**src/rtl/riscv_fetch_pkg.sv**
```systemverilog
// Shared types for the instruction fetch front-end: FIFO entry layout,
// fetch FSM encoding and the sequential PC increment.
package riscv_fetch_pkg;

   localparam int FETCH_XLEN = 32;
   localparam int PC_STEP    = 4;

   typedef struct packed {
      logic [FETCH_XLEN-1:0] pc;
      logic [31:0]           instr;
   } fetch_entry_t;

   typedef enum logic [1:0] {
      RUN  = 2'd0,
      WAIT = 2'd1,
      DROP = 2'd2
   } fetch_state_t;

endpackage

```
**src/rtl/fetch_fifo.sv**
```systemverilog
// First-word fall-through FIFO of fetched instructions; flush empties it
// in one cycle and wins over push/pop.
module fetch_fifo
   import riscv_fetch_pkg::*;
#(
   parameter int DEPTH = 4
) (
   input  logic                   clk,
   input  logic                   reset,
   input  logic                   push,
   input  fetch_entry_t           push_data,
   input  logic                   pop,
   input  logic                   flush,
   output fetch_entry_t           head,
   output logic [$clog2(DEPTH):0] count,
   output logic                   full,
   output logic                   empty
);

   localparam int AW = $clog2(DEPTH);
   localparam logic [AW:0]   CNT_ONE = 1;
   localparam logic [AW-1:0] PTR_ONE = 1;

   fetch_entry_t  mem [DEPTH];
   logic [AW-1:0] rd_ptr, wr_ptr;
   logic          do_push, do_pop;

   // DEPTH is a power of two, so the count MSB alone marks full
   assign full    = count[AW];
   assign empty   = (count == '0);
   assign do_push = push & ~full;
   assign do_pop  = pop & ~empty;
   assign head    = mem[rd_ptr];

   always_ff @(posedge clk) begin
      if (reset || flush) begin
         rd_ptr <= '0;
         wr_ptr <= '0;
         count  <= '0;
      end else begin
         if (do_push) wr_ptr <= wr_ptr + PTR_ONE;
         if (do_pop)  rd_ptr <= rd_ptr + PTR_ONE;
         case ({do_push, do_pop})
            2'b10:   count <= count + CNT_ONE;
            2'b01:   count <= count - CNT_ONE;
            default: count <= count;
         endcase
      end
   end

   always_ff @(posedge clk) begin
      if (do_push) mem[wr_ptr] <= push_data;
   end

endmodule

```
**src/rtl/fetch_queue.sv**
```systemverilog
// Fetch front-end: single outstanding imem request, buffered into fetch_fifo
// toward decode. Define FETCH_PERF_EN to add fetch/bubble counters.
module fetch_queue
   import riscv_fetch_pkg::*;
#(
   parameter int              XLEN     = FETCH_XLEN,
   parameter int              DEPTH    = 4,
   parameter logic [XLEN-1:0] RESET_PC = '0
) (
   input  logic            clk,
   input  logic            reset,
   output logic            imem_req_valid,
   input  logic            imem_req_ready,
   output logic [XLEN-1:0] imem_req_addr,
   input  logic            imem_resp_valid,
   input  logic [31:0]     imem_resp_data,
   input  logic            redirect_valid,
   input  logic [XLEN-1:0] redirect_pc,
   output logic            id_valid,
   input  logic            id_ready,
   output logic [XLEN-1:0] id_pc,
   output logic [31:0]     id_instruction
`ifdef FETCH_PERF_EN
  ,output logic [31:0]     fetch_count,
   output logic [31:0]     bubble_count
`endif
);

   fetch_state_t           state_q, state_d;
   logic [XLEN-1:0]        fetch_pc, req_pc;
   logic                   push;
   fetch_entry_t           push_entry, head;
   logic [$clog2(DEPTH):0] fifo_count;
   logic                   fifo_full, fifo_empty;
   logic                   unused_ok;

   assign unused_ok     = &{1'b0, redirect_pc[1:0], fifo_count};
   assign imem_req_addr = fetch_pc;
   assign push_entry    = '{pc: req_pc, instr: imem_resp_data};

   always_comb begin
      state_d        = state_q;
      imem_req_valid = 1'b0;
      push           = 1'b0;
      case (state_q)
         RUN: begin
            // In RUN nothing is outstanding, so a free slot is the whole credit check
            imem_req_valid = ~fifo_full & ~redirect_valid & ~reset;
            if (imem_req_valid && imem_req_ready) state_d = WAIT;
         end
         WAIT: if (imem_resp_valid) begin
            push    = 1'b1;
            state_d = RUN;
         end
         DROP: if (imem_resp_valid) state_d = RUN;
         default: state_d = RUN;
      endcase
      if (redirect_valid) begin
         push    = 1'b0;
         state_d = (state_q != RUN && !imem_resp_valid) ? DROP : RUN;
      end
   end

   always_ff @(posedge clk) begin
      if (reset) begin
         state_q  <= RUN;
         fetch_pc <= RESET_PC;
         req_pc   <= '0;
      end else begin
         state_q <= state_d;
         if (redirect_valid) begin
            fetch_pc <= {redirect_pc[XLEN-1:2], 2'b00};
         end else if (imem_req_valid && imem_req_ready) begin
            req_pc   <= fetch_pc;
            fetch_pc <= fetch_pc + XLEN'(PC_STEP);
         end
      end
   end

   fetch_fifo #(.DEPTH(DEPTH)) u_fifo (
      .clk       (clk),
      .reset     (reset),
      .push      (push),
      .push_data (push_entry),
      .pop       (id_valid & id_ready),
      .flush     (redirect_valid),
      .head      (head),
      .count     (fifo_count),
      .full      (fifo_full),
      .empty     (fifo_empty)
   );

   // Head is masked while empty so stale storage never leaks to decode
   assign id_valid       = ~fifo_empty;
   assign id_pc          = fifo_empty ? '0 : head.pc;
   assign id_instruction = fifo_empty ? '0 : head.instr;

`ifdef FETCH_PERF_EN
   always_ff @(posedge clk) begin
      if (reset) begin
         fetch_count  <= '0;
         bubble_count <= '0;
      end else begin
         if (push)                  fetch_count  <= fetch_count + 32'd1;
         if (id_ready && !id_valid) bubble_count <= bubble_count + 32'd1;
      end
   end
`endif

endmodule

```
**config.mk**
```make
export PLATFORM = sky130hd
export DESIGN_NAME = fetch_queue
export DESIGN_NICKNAME = d
export VERILOG_FILES = /design/src/rtl/riscv_fetch_pkg.sv /design/src/rtl/fetch_fifo.sv /design/src/rtl/fetch_queue.sv
export SDC_FILE = /design/constraint.sdc
export NUM_CORES = 1
export LEC_CHECK = 0
export CAP_MARGIN = 20
export CORE_MARGIN = 2
export CORE_UTILIZATION = 55
export CTS_CLUSTER_SIZE = 16
export DETAILED_ROUTE_END_ITERATION = 8
export PLACE_DENSITY = 0.81
export SYNTH_ARGS = -nofsm -noshare
export SYNTH_HDL_FRONTEND = slang
export SYNTH_SLANG_ARGS = --single-unit
```
**constraint.sdc**
```tcl
create_clock -name clk -period 3.69 [get_ports clk]
set_clock_uncertainty 0.15 [all_clocks]
set_input_delay 0.5535 -clock clk [delete_from_list [all_inputs] [get_ports clk]]
set_output_delay 0.5535 -clock clk [all_outputs]
set_load 0.005 [all_outputs]
```
### Word-level counts from Yosys, hierarchy flattened

Memories as Yosys holds them, arrays and structs flattened. A register that Yosys moved wholly into a read port is not among the register bits.
Index checks and enable logic that the tools add are counted.

| word-level totals | value |
|---|---|
| register bits | 73 |
| memory bits (writable) | 256 |
| logic and storage cells | 60 |
| memories kept | 1 |

| cells by class | value |
|---|---|
| $add $sub $neg | 5 |
| equal/unequal tests | 6 |
| multiplexer cells | 18 |
| bitwise logic cells | 9 |
| reductions and logical operators | 14 |

Memory list:

| name | words | width | rd ports | clocked after memory_dff | write ports | RTL line | source |
|---|---|---|---|---|---|---|---|
| u_fifo.mem | 4 | 64 | 1 | 1 | 1 | fetch_fifo.sv:24 | `fetch_entry_t mem [DEPTH];` |

Operator list:

| operator | number |
|---|---|
| $mux 32 | 4 |
| $add 32x3->32 const B | 1 |
| $mux 2 | 6 |
| $mux 1 | 6 |
| $pmux 3 s2 | 1 |
| $reduce_bool 2->1 | 3 |
| $and 1x1->1 | 5 |
| $add 2x1->2 const B | 2 |
| $eq 2x1->1 const B | 2 |
| $eq 2x2->1 const B | 2 |
| $not 1->1 | 4 |
| $pmux 2 s2 | 1 |
| $reduce_and 2->1 | 2 |
| $reduce_or 2->1 | 2 |
| $add 3x1->3 const B | 1 |
| $logic_and 1x1->1 | 3 |
| $logic_not 3->1 | 1 |
| $ne 3x1->1 const B | 1 |
| $ne 3x3->1 const B | 1 |
| $sub 3x1->3 const B | 1 |
| $logic_not 2->1 | 1 |
| $logic_not 1->1 | 1 |
| $logic_or 1x1->1 | 1 |

### Depth between registers and ports, before layout

| depth | value |
|---|---|
| depth after elaboration | 7 |
| gate-level depth with buffers | 11 |

### Cells and area by module

From an unflattened synthesis, not the netlist that was laid out.

| unflattened totals | value |
|---|---|
| cells, all modules | 835 |
| area, all modules | 13150.1 um2 |

By module, submodules not included:

| module | instances | cells an instance | area an instance (um2) | sequential area each (um2) |
|---|---|---|---|---|
| fetch_fifo | 1 | 387 | 9776.9 | 7867.5 |
| fetch_queue | 1 | 448 | 3373.2 | 1241.2 |

### Worst setup path after synthesis

Ideal clock, no wire load.

| timing | value |
|---|---|
| kind | in2reg |
| from | in redirect_valid |
| to | mem u_fifo.mem[1][0] (netlist bit) (enable) |
| setup time | 0.426 ns |
| arrival | 2.747 ns |
| data required time | 3.114 ns |
| slack | 0.367 ns |
| stages on the path | 3 |
| path through | clkbuf_1 > nor3_1 > and2_1 |

| between the ends | value |
|---|---|
| longest elaborated chain between the ends | 4 |

RTL lines:

| what | RTL line | source |
|---|---|---|
| start: declaration | fetch_queue.sv:17 | `input logic redirect_valid,` |
| $mux 1 | fetch_queue.sv:58 | `if (redirect_valid) begin` |
| $and 1x1->1 | fetch_fifo.sv:31 | `assign do_push = push & ~full;` |
| $mux 1 | fetch_fifo.sv:52 | `if (do_push) mem[wr_ptr] <= push_data;` |
| $mux 1 (not written as such) | fetch_fifo.sv:52 |  |
| end: declaration | fetch_fifo.sv:24 |  |

Every way passes these cells.

### Worst setup path after layout

| timing | value |
|---|---|
| from | reg u_fifo.count[2] |
| to | out id_pc[21] |

| between the ends | value |
|---|---|
| longest elaborated chain between the ends | 2 |

RTL lines:

| what | RTL line | source |
|---|---|---|
| start: declaration | fetch_fifo.sv:15 | `output logic [$clog2(DEPTH):0] count,` |
| start signal: assignment | fetch_fifo.sv:44 | `2'b10: count <= count + CNT_ONE;` |
| start signal: assignment | fetch_fifo.sv:45 | `2'b01: count <= count - CNT_ONE;` |
| start signal: assignment | fetch_fifo.sv:46 | `default: count <= count;` |
| $logic_not 3->1 | fetch_fifo.sv:30 | `assign empty = (count == '0);` |
| $mux 32 | fetch_queue.sv:95 | `assign id_pc = fifo_empty ? '0 : head.pc;` |
| end: declaration | fetch_queue.sv:21 | `output logic [XLEN-1:0] id_pc,` |

Every way passes these cells.

==> results.json <==
{
  "hp-class": "primary input to flip-flop",
  "nNetsFinal": 1096,
  "layoutNonFillerInstCount": 1360,
  "grt_max_degree": 51,
  "status": "finished, final reports clean",
  "cts.sinks": 319,
  "worst_setup_path_start_kind": "flip-flop",
  "synth_seq_cells": 319,
  "cp_max_fo": 33,
  "grt_pass1_vias": 7548,
  "synth.avg_cell_area_sq_um": 15.31,
  "maxCapViolCount": 0,
  "final_area_sq_um": 16030,
  "irDropWorstVdd_mv": 0.3933,
  "clk_path_buf_depth": 3,
  "clk_pin_slew_ns": 0.06,
  "period_minus_slack_ns": 3.494,
  "cts_hold_buf": 0,
  "power.density_nw_per_um2": 456.0,
  "worst_pin_slew_ns": 0.8979,
  "drtPass1Iterations": 5,
  "root_buffer": "clkbuf_16",
  "rsz0062_at_grt": "false",
  "ys.warnings.count": 0,
  "slew_headroom_pct": 39.68,
  "yosysUniqueCellTypes": 58,
  "synth-seq-area-share_pct": 68.74,
  "dr_wl_met3_um": 1792,
  "die_height_um": 157.2,
  "drc": 0,
  "drive_gt1_share_pct": 14.99,
  "whs_ns": 0.2374,
  "viasPerCell": 5.763,
  "cp_data_required_time_ns": 2.99,
  "die_area_sq_um": 24700,
  "syn2layout_area_growth_pct": 24.23,
  "synth_flop_cell": "edfxtp_1",
  "clk_latency_ns": 0.54,
  "dp_cells": 1303,
  "fmax_ghz": 0.2862,
  "cp-end-kind": "output port",
  "drt_iter0_drc": 656,
  "netlist_instances": 843,
  "rows": 56,
  "hold_viol": 0,
  "wl_per_cell_um": 20.07,
  "grt_pass1_wl_um": 41830,
  "routed-wl-met2_um": 13320,
  "chipWidth_um": 157.2,
  "htree_num_levels": 1,
  "dp_hpwl_um": 17370,
  "n_fill_cell": 1578,
  "diodes": 0,
  "antenna_found_initial": 0,
  "ctsResizeCount": 0,
  "highest_layer": "met4",
  "synth-edff-count": 248,
  "setup_viol": 0,
  "criticalPathCategory": "flip-flop to output port",
  "grt_overflow": 0,
  "grt_usage_pct": 21.99,
  "cts-buffers-inserted": 31,
  "start_util_pct": 55.46,
  "wl_um": 27300,
  "power_mw": 7.309,
  "async_flop_share_pct": 0,
  "io_pins": 168,
  "drv_slew": 0,
  "period_share_pct": 94.69,
  "crit_arrival_ns": 2.79,
  "cts_setup_buffers": 0,
  "design.core.area_sq_um": 23260,
  "finalWeightedCongestion": 0.9146,
  "syn_area_sq_um": 12900,
  "dr_total_vias": 7838,
  "tns_ns": 0,
  "dpl-instance-area_sq_um": 15000,
  "ant_nets": 0,
  "cellLeakagePower_nw": 5.058,
  "port_buffers": 161,
  "wl_met1_um": 11660,
  "tritoncts": "done"
}
==> final cells by class <==
cell class / count / area (sq um) / area share, %
clock inverters: 9 / 77.57 / 0.4840
multi-input cells: 460 / 3777 / 23.57
flip-flops and latches: 319 / 8876 / 55.37
clock buffers: 48 / 952.2 / 5.940
repair buffers: 191 / 1894 / 11.82
inverters: 14 / 52.55 / 0.3278
well taps: 319 / 399.1 / 2.490
==> placed cells by master, fill, tap and decap left out, types with 15 or more instances in the layout <==
cell type,netlist,layout
a21oi_1,40,40
and2_1,76,72
buf_4,4,25
clkbuf_16,0,33
clkdlybuf4s50_1,0,160
dfxtp_1,71,69
edfxtp_1,248,248
mux4_2,62,62
nand2_1,88,88
nand4_1,15,15
nor2_1,25,24
==> power breakdown <==
part           total [mW]  internal (mW)  switching (mW)
registers            3.94           3.88          0.0569
logic               0.284          0.153           0.131
clock network        3.09           1.84            1.25
total                7.31           5.87            1.44
==> Yosys cell counts, drive strengths merged, types with 3 or more instances <==
master	n	area [sq um]
and2	76	475.5
xor2	7	61.31
o31ai	4	30.03
a21oi	40	200.2
dfxtp	71	1421
a311oi	5	43.79
mux4	62	1396
o311ai	3	26.28
mux2	3	33.78
xnor2	5	43.79
or4	8	60.06
nand3	14	70.07
nand2	88	330.3
edfxtp	248	7447
nand2b	3	18.77
o21ai	5	25.02
buf	17	93.84
o211ai	7	52.55
clkbuf	36	135.1
and3	6	37.54
nand4	15	93.84
nor3	14	70.07
nor4	7	65.06
ha	8	100.1
and4	4	35.03
a31oi	10	62.56
inv	14	52.55
a211oi	8	60.06
nor2	25	93.84
==> stage by stage <==
stage | worst slack, ns | util, %
3_5_place_dp | 0.7173 | 64.48
3_3_place_gp | 0.7272 | 64.48
5_1_grt | 0.04849 | 68.91
6_report | 0.1959 | 68.91
2_1_floorplan | 0.3669 | -
4_1_cts | 0.1594 | 68.91
==> critical path, stage by stage, from the launching register on <==
cell             delay [ns]
dfxtp_1                0.41
or3_2                  0.87
buf_4                  0.34
and2_1                 0.16
clkdlybuf4s50_1        0.45
==> logic make-up after synthesis <==
kind of cell | after synthesis | share of synthesized area (%)
flip-flops | 319 | 68.74
AND/OR/NAND/NOR | 273 | 11.34
AO/OA/AOI/OAI | 96 | 4.810
buffers and inverters | 67 | 2.182
multiplexers | 66 | 11.16
XOR/XNOR | 12 | 0.8146
adder cells (fa/ha/maj) | 9 | 0.9310
other | 1 | 0.02906
==> path summary, 6_finish.rpt <==
| kind | from | to | slack, ns | depth (start not counted) |
|---|---|---|---|---|
| worst min register to register | req_pc[3] | req_pc[3] | 0.35 | 2 |
| worst max-delay path | u_fifo.count[2] | id_pc[21] | 0.20 | 4 |
| worst min-delay path | reset | state_q[1] | 0.24 | 2 |
| worst max register to register | u_fifo.count[2] | u_fifo.count[2] | 0.75 | 8 |
==> flip-flops by register name (all words and copies together) (netlist names), named ones only <==
name           cells
imem_req_addr     30
req_pc            30
state_q            2
u_fifo.count       3
u_fifo.mem       248
u_fifo.rd_ptr      2
u_fifo.wr_ptr      2
==> per-layer routing <==
metal,GRT usage (%),up-vias
met5,0,-
met4,5.022,0
met3,3.469,47
met2,36.02,302
met1,31.53,3898
li1,-,3591
No activity file was read; power rests on OpenSTA's default activity.
